File: config.mk
export PLATFORM = sky130hd
export DESIGN_NAME = datapath_seq
export DESIGN_NICKNAME = d
export VERILOG_FILES = /design/src/rtl/datapath_seq.sv
export SDC_FILE = /design/constraint.sdc
export NUM_CORES = 1
export LEC_CHECK = 0
export CELL_PAD_IN_SITES_DETAIL_PLACEMENT = 1
export CELL_PAD_IN_SITES_GLOBAL_PLACEMENT = 2
export CORE_UTILIZATION = 24
export CTS_CLUSTER_SIZE = 12
export DETAILED_ROUTE_END_ITERATION = 16
export PLACE_DENSITY = 0.75
export RECOVER_POWER = 25
export SLEW_MARGIN = 20
export SYNTH_ARGS = -nofsm -noshare
export SYNTH_HDL_FRONTEND = slang
export SYNTH_SLANG_ARGS = --single-unit
File: constraint.sdc
create_clock -name clk -period 1.92 [get_ports clk]
set_input_delay 0.384 -clock clk [delete_from_list [all_inputs] [get_ports clk]]
set_output_delay 0.384 -clock clk [all_outputs]
set_load 0.03 [all_outputs]
File: src/rtl/datapath_seq.sv
// datapath_seq: command sequencer driving the control ports of the 16x8 register-file/ALU datapath.
// Optional `define STOP_ON_ZERO_EN: a REPEAT finishes early after the write whose ALU result is zero.
module datapath_seq #(
    parameter int DATA_W = 8,
    parameter int ADDR_W = 4
) (
    input  logic              clk,
    input  logic              rst,
    input  logic              cmd_valid,
    output logic              cmd_ready,
    input  logic [1:0]        cmd_op,
    input  logic [2:0]        cmd_alu,
    input  logic [ADDR_W-1:0] cmd_rd,
    input  logic [ADDR_W-1:0] cmd_ra,
    input  logic [ADDR_W-1:0] cmd_rb,
    input  logic [DATA_W-1:0] cmd_imm,
    input  logic              abort,
    output logic              dp_alu_en,
    output logic              dp_write_en,
    output logic [2:0]        dp_alu_opcode,
    output logic [ADDR_W-1:0] dp_write_addr,
    output logic [ADDR_W-1:0] dp_ra_addr,
    output logic [ADDR_W-1:0] dp_rb_addr,
    output logic [DATA_W-1:0] dp_user_write_data,
    input  logic              dp_alu_zero,
    input  logic              dp_alu_carry,
    output logic              busy,
    output logic              done,
    output logic              aborted,
    output logic              flag_zero,
    output logic              flag_carry,
    output logic [DATA_W-1:0] iter_count
);
    typedef enum logic {IDLE, EXEC} state_t;
    localparam logic [1:0] OP_LOADI = 2'b00, OP_ALU = 2'b01, OP_REPEAT = 2'b10;
    state_t state, state_nx;
    logic [DATA_W-1:0] remaining, count_nx;
    logic is_alu, accept, start, stop_zero, finish;
    assign cmd_ready = state == IDLE;
    assign busy = state == EXEC;
    assign accept = cmd_valid && cmd_ready;
    // REPEAT with a zero count and NOP complete without ever entering EXEC
    assign start = accept && (cmd_op == OP_LOADI || cmd_op == OP_ALU || (cmd_op == OP_REPEAT && cmd_imm != '0));
    assign count_nx = iter_count + 1'b1;
`ifdef STOP_ON_ZERO_EN
    logic is_rep;
    always_ff @(posedge clk or posedge rst) begin
        if (rst) is_rep <= 1'b0;
        else if (accept) is_rep <= cmd_op == OP_REPEAT;
    end
    assign stop_zero = is_rep && dp_alu_zero;
`else
    assign stop_zero = 1'b0;
`endif
    assign finish = busy && (count_nx == remaining || abort || stop_zero);
    always_ff @(posedge clk or posedge rst) begin
        if (rst) state <= IDLE;
        else state <= state_nx;
    end
    always_comb begin
        state_nx = start ? EXEC : finish ? IDLE : state;
    end
    always_ff @(posedge clk or posedge rst) begin
        if (rst) begin
            dp_alu_en          <= 1'b0;
            dp_write_en        <= 1'b0;
            dp_alu_opcode      <= '0;
            dp_write_addr      <= '0;
            dp_ra_addr         <= '0;
            dp_rb_addr         <= '0;
            dp_user_write_data <= '0;
            done               <= 1'b0;
            aborted            <= 1'b0;
            flag_zero          <= 1'b0;
            flag_carry         <= 1'b0;
            iter_count         <= '0;
            remaining          <= '0;
            is_alu             <= 1'b0;
        end else begin
            done    <= 1'b0;
            aborted <= 1'b0;
            if (accept) begin
                iter_count    <= '0;
                dp_ra_addr    <= cmd_ra;
                dp_rb_addr    <= cmd_rb;
                dp_write_addr <= cmd_rd;
                dp_alu_opcode <= cmd_alu;
                if (cmd_op == OP_LOADI) dp_user_write_data <= cmd_imm;
                dp_alu_en     <= start && cmd_op != OP_LOADI;
                dp_write_en   <= start;
                remaining     <= cmd_op == OP_REPEAT ? cmd_imm : DATA_W'(1);
                is_alu        <= cmd_op != OP_LOADI;
                done          <= !start;
            end else if (busy) begin
                // the write at this edge always lands, so it is counted even when aborting
                iter_count <= count_nx;
                if (is_alu) begin
                    flag_zero  <= dp_alu_zero;
                    flag_carry <= dp_alu_carry;
                end
                if (finish) begin
                    dp_write_en <= 1'b0;
                    dp_alu_en   <= 1'b0;
                    done        <= 1'b1;
                    aborted     <= abort;
                end
            end
        end
    end
endmodule

==> summary.txt <==
Outcome
  – Status: finished with violations
  – Failing checks: setup timing

Critical path
  – CP Capture Type: flip-flop
  – Cell Chain, Critical Path: ha_4, xor2_2, xor2_1, a211o_1, o41ai_4, o211a_1
  – CP Launch Type: flip-flop
  – Worst path max stage delay: 0.46 ns
  – Crit path DAT: 2.21 ns
  – WP buf/inv: 0
  – Worst path required time: 2.18 ns
  – Crit Path Category: flip-flop to flip-flop
  – Crit-path slowest cell: dfrtp_2
  – CP max FO: 4
  – Critical path's top delay family: compound AO/OA/AOI/OAI gates

Placed design
  – PortBufs: 69
  – Placed insts: 396
  – Final GP Congestion: 0.7360
  – Hpwl dp: 4420 um

Floorplan
  – Num ports: 70
  – Die area: 9015 sq um
  – Horiz. Die Dim: 94.95 um
  – Initial Util: 0.2498
  – DIE HEIGHT: 94.95 um
  – Num rows: 33
  – Core Footprint: 8299 sq um

Drt
  – DRT antenna net count: 0
  – Initial DRT Pass Iterations: 4
  – DR DRC count: 0
  – DR WL/cell: 14.11 um
  – Drt via density: 4.434
  – Initial DRC count: 22
  – Drt total wl: 5787 um
  – Total number of vias: 1818

Clock tree
  – Cts bufs inserted: 5
  – Clk Latency, worst-skew pair: 0.32 ns
  – Clk Tree Root Cell: clkbuf_8
  – Clock slew seen by the registers of the worst setup and hold paths: 0.09 ns
  – H-tree Lvls: 2
  – Maximum clock path buffer count: 2
  – TritonCTS clock tree: yes
  – Clock Sinks: 47

Yosys
  – Syn_nets: 235
  – Mapped Area: 2073 sq um
  – Top post-synthesis cells by count: 60 x nand2_1, 47 x dfrtp_1, 11 x nor2_1
  – Asr flop ratio synth: 1.000
  – Most used DFF post-synth: dfrtp_1
  – Yosys reg bits: 47
  – Yosys warns: 0
  – Most common cell in the synthesized netlist: nand2_1
  – Share of the synthesized area in the top cell type: 0.5673
  – Syn Inst Count: 203
  – EDFF count, synth: 0
  – Synth area leaders: dfrtp_1 57%, nand2_1 11%, mux2_2 5.4%
  – Synthesized area per cell: 10.21 sq um
  – Register area share after synthesis: 0.5673
  – Synth area leader: dfrtp_1
  – Netlist cell types: 37

STA
  – RSZ-0062 raised after global routing: yes
  – Fin. max-slew vios: 0
  – Max Fclk: 511.4 MHz
  – Fin crit share: 1.018
  – Min cycle time layout: 1.955 ns
  – Post-route setup slack: -0.03524 ns
  – Clock Skew: 0.01163 ns
  – Final setup vio count: 4
  – Worst Tran Pin Value: 1.188 ns
  – Final hold violation count: 0
  – Worst slew margin: 0.2080
  – Hold Slack: 0.4793 ns

Power and ir drop
  – Worst IR Drop VDD: 0.5343 mV
  – Pwr/cell area: 1365 nW/um^2
  – Leak: 1.519 nW

Min path
  – HP Class: flip-flop to flip-flop

Finish
  – Layout cell share with drive strength beyond 1: 0.2328
  – Non-Filler Instances: 410
  – Syn-to-layout area delta: 58.42%
  – Filler cells: 940
  – Diode count: 0
  – Nets: 336

Global routing
  – First-pass GRT wire length: 9784 um
  – GRT Total Usage: 0.1428
  – Vias in the first global route: 1966
  – Largest net degree at the start of global routing: 25
  – Global route overflow: 0
  – Initial antenna violation count: 0

Job
  – Total of max-cap violations: 0
-- metal layers --
metal / up-vias / wire (um) / track usage
met5: - / 0 / 0
met4: 0 / 43 / 0.03030
met1: 872 / 2544 / 0.1801
met3: 6 / 525 / 0.06924
li1: 887 / - / -
met2: 53 / 2673 / 0.2206
-- area by class of cell --
type	count	area, sq um	share of cell area
clock buffers	5	68.82	0.02095
multi-input cells	141	897.1	0.2731
flip-flops and latches	47	1184	0.3604
clock inverters	3	47.55	0.01448
inverters	8	30.03	0.009143
repair buffers	101	925.9	0.2819
well taps	105	131.4	0.04000
-- tightest hold or removal path: cells and delay by family, from the launching register on --
kind,cells,cell delay (ns)
flip-flops,1,0.35
AND/OR/NAND/NOR,2,0.10
-- metrics by stage --
| step | power, mW | cell area (sq um) | setup TNS, ns | util | setup WS, ns |
|---|---|---|---|---|---|
| CTS | 4.510 | 3254 | -0.2277 | 0.3921 | -0.07039 |
| floorplan | 2.728 | 2110 | -0.001209 | - | -0.001209 |
| finish | 4.484 | 3284 | -0.08286 | 0.3957 | -0.03524 |
| detailed placement | 3.676 | 3090 | -0.3012 | 0.3724 | -0.09194 |
| global placement | 3.640 | 3090 | -0.1842 | 0.3724 | -0.06647 |
| global route | 4.766 | 3284 | -0.8455 | 0.3957 | -0.1103 |
-- report_power, final --
part | switching [mW] | internal, mW
clock | 0.378 | 0.395
combinational | 1.20 | 0.967
sequential | 0.234 | 1.31
total | 1.81 | 2.67
-- path summary, 6_finish.rpt --
path,start,depth (start not counted),slack [ns],end
max in group asynchronous,rst,3,0.31,dp_user_write_data[1]
hold / removal,dp_alu_opcode[1],2,0.48,dp_alu_opcode[1]
min in group asynchronous,rst,3,0.67,remaining[1]
hold reg to reg,dp_alu_opcode[1],2,0.48,dp_alu_opcode[1]
setup / recovery,iter_count[0],6,-0.04,done
setup reg to reg,iter_count[0],6,-0.04,done
-- layout by cell type, fill, tap and decap left out, types with 2 or more instances in the layout --
master / Yosys / layout
nand3_1: 3 / 2
dlymetal6s2s_1: 0 / 3
xnor2_1: 4 / 4
dlygate4sd2_1: 0 / 3
a21oi_1: 6 / 6
nand2b_1: 2 / 2
clkdlybuf4s50_1: 0 / 61
a22o_1: 6 / 6
inv_1: 8 / 7
a31oi_1: 2 / 2
nand2_1: 60 / 59
buf_4: 0 / 31
dfrtp_1: 47 / 41
xor2_1: 5 / 4
dfrtp_2: 0 / 6
clkbuf_8: 0 / 5
o22ai_1: 2 / 2
nor2_1: 11 / 11
mux2_2: 10 / 10
nor4_1: 2 / 2
nor3_1: 2 / 2
o21ai_0: 5 / 5
-- timing repair --
action                     in CTS  in global routing
hold buffers                    0                  0
pin swaps                       4                  5
setup endpoints to repair       5                  7
buffers inserted                5                  1
gates resized for setup         6                  7
-- state kept, by name (all words and copies together) (netlist names) --
name                cells
aborted                 1
dp_alu_opcode           3
flag_zero               1
remaining               8
dp_alu_en               1
flag_carry              1
dp_write_addr           4
dp_ra_addr              4
done                    1
dp_rb_addr              4
dp_write_en             1
iter_count              8
is_alu                  1
dp_user_write_data      8
busy                    1
-- logic make-up after synthesis --
kind of cell | count (synthesis) | share of synthesized area
compound gates | 33 | 0.1213
xor+xnor | 9 | 0.03802
fa+ha+maj | 1 | 0.006034
buf+inv | 15 | 0.02776
flops | 47 | 0.5673
mux | 10 | 0.05432
simple gates | 88 | 0.1853
(Power assumes the default switching activity.)
